==> src/rtl/fft_reorder.sv <==
// rtl/fft_reorder.sv - bit-reversed to natural order reorder buffer for a 32-point FFT
// Define REORDER_PINGPONG_EN for two banks (write next frame during readout); default is one bank.
module fft_reorder #(
  parameter int DATA_W = 16
) (
  input  logic                     clk,
  input  logic                     rst,
  input  logic                     valid_i,
  input  logic signed [DATA_W-1:0] data_in_r,
  input  logic signed [DATA_W-1:0] data_in_i,
  output logic                     ready_o,
  output logic                     valid_o,
  output logic signed [DATA_W-1:0] data_out_r,
  output logic signed [DATA_W-1:0] data_out_i,
  output logic [4:0]               index_o,
  output logic                     last_o,
  output logic                     err_o
);

`ifdef REORDER_PINGPONG_EN
  localparam int   AW = 6;
  localparam logic PP = 1'b1;
`else
  localparam int   AW = 5;
  localparam logic PP = 1'b0;
`endif

  typedef enum logic {IDLE, READ} state_t;

  state_t state_q, state_d;
  logic [4:0]        wr_cnt, rd_cnt;
  logic [1:0]        full_q;
  logic              wr_bank, rd_bank;
  logic              accept, rd_en, rd_done;
  logic [AW-1:0]     wr_addr, rd_addr;
  logic [2*DATA_W-1:0] mem [2**AW];

  function automatic logic [4:0] bitrev5(input logic [4:0] a);
    return {a[0], a[1], a[2], a[3], a[4]};
  endfunction

`ifdef REORDER_PINGPONG_EN
  assign wr_addr = {wr_bank, bitrev5(wr_cnt)};
  assign rd_addr = {rd_bank, rd_cnt};
  assign ready_o = !full_q[wr_bank];
`else
  assign wr_addr = bitrev5(wr_cnt);
  assign rd_addr = rd_cnt;
  // The single bank stays busy through the last_o cycle before taking new samples.
  assign ready_o = !full_q[0] && !last_o;
`endif

  assign accept = valid_i && ready_o;

  always_ff @(posedge clk) begin
    if (accept) mem[wr_addr] <= {data_in_r, data_in_i};
  end

  // Bank bookkeeping: freeing is written first so a same-edge fill of the other bank is unaffected.
  always_ff @(posedge clk) begin
    if (!rst) begin
      full_q  <= 2'b00;
      wr_bank <= 1'b0;
      rd_bank <= 1'b0;
      wr_cnt  <= 5'd0;
      err_o   <= 1'b0;
    end else begin
      if (rd_done) begin
        full_q[rd_bank] <= 1'b0;
        rd_bank         <= rd_bank ^ PP;
      end
      if (accept) begin
        wr_cnt <= wr_cnt + 5'd1;
        if (wr_cnt == 5'd31) begin
          full_q[wr_bank] <= 1'b1;
          wr_bank         <= wr_bank ^ PP;
        end
      end
      if (valid_i && !ready_o) err_o <= 1'b1;
    end
  end

  always_ff @(posedge clk) begin
    if (!rst) state_q <= IDLE;
    else      state_q <= state_d;
  end

  always_comb begin
    state_d = state_q;
    case (state_q)
      IDLE: if (full_q[rd_bank]) state_d = READ;
      READ: if (rd_cnt == 5'd31) state_d = (PP && full_q[~rd_bank]) ? READ : IDLE;
      default: state_d = IDLE;
    endcase
  end

  always_comb begin
    rd_en   = (state_q == READ);
    rd_done = rd_en && (rd_cnt == 5'd31);
  end

  always_ff @(posedge clk) begin
    if (!rst || !rd_en) rd_cnt <= 5'd0;
    else                rd_cnt <= rd_cnt + 5'd1;
  end

  always_ff @(posedge clk) begin
    if (!rst || !rd_en) begin
      valid_o    <= 1'b0;
      data_out_r <= '0;
      data_out_i <= '0;
      index_o    <= 5'd0;
      last_o     <= 1'b0;
    end else begin
      valid_o                  <= 1'b1;
      {data_out_r, data_out_i} <= mem[rd_addr];
      index_o                  <= rd_cnt;
      last_o                   <= (rd_cnt == 5'd31);
    end
  end

endmodule

==> config.mk <==
export PLATFORM = sky130hd
export DESIGN_NAME = fft_reorder
export DESIGN_NICKNAME = d
export VERILOG_FILES = /design/src/rtl/fft_reorder.sv
export SDC_FILE = /design/constraint.sdc
export NUM_CORES = 1
export LEC_CHECK = 0
export ABC_AREA = 0
export CORE_UTILIZATION = 32
export CTS_BUF_LIST = sky130_fd_sc_hd__clkbuf_2 sky130_fd_sc_hd__clkbuf_4 sky130_fd_sc_hd__clkbuf_8
export CTS_CLUSTER_SIZE = 8
export DETAILED_ROUTE_END_ITERATION = 7
export MAX_ROUTING_LAYER = met4
export PLACE_DENSITY_LB_ADDON = 0.1
export SLEW_MARGIN = 20
export SYNTH_ARGS = -nofsm -noshare
export SYNTH_HDL_FRONTEND = slang
export SYNTH_SLANG_ARGS = --single-unit
==> constraint.sdc <==
create_clock -name clk -period 3.1 [get_ports clk]
set_clock_uncertainty 0.15 [all_clocks]
set_input_delay 0.465 -clock clk [delete_from_list [all_inputs] [get_ports clk]]
set_output_delay 0.465 -clock clk [all_outputs]
set_load 0.02 [all_outputs]
==> results.md <==
- Final Setup Violations: 0
- Slew @ Worst Pin: roughly 900 ps
- Fin Hold WS: 287 ps
- Die area: roughly 130000 sq um
- Status: completed
- Critical path startpoint category: flop
- Via count: 21016
- Seq/Total Area, Yosys: between 70% and 80%
- Core area: 126000 sq um
- GRT met1 Usage: 24.0%
- Arr. time, crit path: 2300 ps
- PD cells: 599 nW/um^2
- Cells after Synth: approximately 2100
- Num CTS Buffers: 185
- Maxcap violations: 0
- Setup ws final: around 180 ps
- Post-synth EDFFs: 1024
- Compound-Gate Fraction of Synth Area: under 10%
- XOR/XNOR Fraction of Synth Area: 0.0858%
- Clock sinks: 1076
- Slew Limit Fails: 0
- Layout Cells excl Fill: roughly 4200
- Main combinational cell family by area after synthesis: multiplexers
- Clock slew at reported path FFs: 60 ps
- Nets: between 2000 and 2500
- Fillers: 11423
- H-tree Lvls: 4
- Antenna violations before repair: 7
- Kind of critical path: flop to output port
- Width of the chip: around 360 um
- Post-synth ARST share: 0%
- Worst slack at placement: 114 ps
- Netlist Area Pre-Place: 40800 sq um
- Root buf cell: clkbuf_8
- Die height: approximately 360 um
- Final Cell Area: 49100 sq um
- Worst skew pair latency: 870 ps
- CP Max Fanout: 3
- First-pass GRT wire length: 165000 um
- Layout Utilization: 38.9%
- Post-synthesis register bit count: 1076
- CTS Buffer Depth: 3
- Leakage: 14.7 nW
- DR iter-0 viols: 1650
- Yosys warning count: 0
- Max VDD drop: 405 uV
- RSZ-0062 raised after global routing: no
- Simple-gate share of the synthesized area: about 2.6%
- Crit path capture type: output port
- Most frequent cells in the layout: edfxtp_1 (1024), mux2i_1 (392), a22oi_1 (221), clkbuf_8 (199), nand3_1 (93)
- HP Class: input port to flop
- Count of input and output buffers: 75
- Post-Syn Nets: 2156
- Total gr overflow: 0
- Req. time, crit path: 2480 ps
- Met3 usage: 3.63%
- Routed Antenna Nets: 0
- Share of post-route cells with drive strength above 1: 21.8%
- Drt pass-1 iters: 5
- Vias in the first global route: 21855
- Placer Congestion: 0.777
- DRC: 0
- Synth Area in Adders: 0.276%
- Routed WL per cell: 28.0 um
- Netlist cell types: 32
- Total wire length: 118000 um
- GR Util All Layers: between 10% and 20%
- Number of post-CTS setup repair buffers: 0
- Post-placement cell area: 45300 sq um
- Row Count: 130
- Placed wire-length estimate: 72800 um
- Dpl cells: approximately 3900
- Commonest non-fill, non-tap cell in the layout: edfxtp_1
- Most crowded layer after global routing: met2
- GR Layer Usage met2: 30.2%
- Post-layout min period: 2920 ps
- Post-synthesis mux area share: between 10% and 20%
- Largest net degree at the start of global routing: 63
- Hold Vio Cnt, Final: 0
- Vias/cell: 4.98
- Slew margin rel.: between 40 and 50%
- Ports: between 70 and 80
- Mapped Avg Cell Area: 19.3 sq um
- Synthesis-to-finish area growth: 20.1%
- Synth Flop Type: edfxtp_1
- F_max: 343 MHz
- Initial core utilization: 32.4%
- Fin crit share: 94.2%
- CTS tree: yes
-- stage by stage --
stage / TNS (ps) / power, mW
floorplan: -81270 / 16.5
global placement: 0 / 16.9
detailed placement: 0 / 17.0
CTS: 0 / 29.8
global route: 0 / 30.5
finish: 0 / 29.4
-- timing repair --
action                                  CTS  global route
endpoints found under the setup margin    1             0
hold endpoints to repair                  0             0
hold buffers                              0             0
gates resized for setup                   1             0
-- flip-flops by register name (all words and copies together), names as in the netlist --
| name | count |
|---|---|
| err_o | 1 |
| wr_cnt | 5 |
| mem | 1024 |
| rd_en | 1 |
| last_o | 1 |
| index_o | 5 |
| valid_o | 1 |
| data_out_r | 16 |
| rd_addr | 5 |
| full_q | 1 |
| data_out_i | 16 |
-- layout make-up --
type	count	area (sq um)	share of cell area (%)
clock inverters	69	424	0.865
repair buffers	234	2870	5.85
multi-input cells	905	8560	17.4
well taps	1650	2060	4.21
flip-flops and latches	1076	31800	64.8
diodes	8	20.0	0.0408
inverters	7	26.3	0.0536
clock buffers	273	3290	6.72
-- Yosys cell counts, drive strengths merged, types with 2 or more instances --
library cell | count | share of area (%)
a22oi | 221 | 4.1
inv | 7 | 0.064
nand2 | 10 | 0.092
and2 | 6 | 0.092
ha | 9 | 0.28
nand3b | 2 | 0.037
mux2i | 392 | 9.6
and3 | 10 | 0.15
mux4 | 61 | 3.4
nor2 | 38 | 0.35
nand3 | 93 | 1.1
edfxtp | 1024 | 75
clkbuf | 35 | 0.33
buf | 89 | 1.5
nor2b | 8 | 0.12
xnor2 | 3 | 0.064
dfxtp | 52 | 2.5
nand4 | 33 | 0.51
o211ai | 11 | 0.20
nor3b | 2 | 0.049
-- cells by family after synthesis --
logic type | after synthesis
buffers and inverters | 131
AOI/OAI and AO/OA | 235
muxes | 453
and+or+nand+nor | 204
DFF | 1076
adders and majority gates | 9
xor gates and xnor gates | 4
-- critical path, stage by stage (launching register included) --
cell and delay (ps):
dfxtp_1 440, nor2_2 310, clkdlybuf4s50_1 690
-- layer usage --
layer / routed length [um] / share of wire (%)
met5: 0 / 0
met4: 2340 / 2.0
met3: 5150 / 4.4
met2: 58300 / 49
met1: 52200 / 44
-- final timing paths --
kind	cells past startpoint	to	startpoint	slack (ps)
worst min register to register	1	index_o[4]	rd_addr[4]	430
worst max register to register	6	data_out_i[13]	rd_addr[0]	630
worst min-delay path	2	mem[7][12]	data_in_i[12]	290
worst max-delay path	2	ready_o	last_o	180
-- power breakdown --
part | leakage [nW] | internal [mW] | switching [mW]
Sequential | 9.65 | 16.0 | 0.0242
Combinational | 3.06 | 0.168 | 0.433
Clock | 1.96 | 7.05 | 5.72
(Power assumes the default switching activity.)
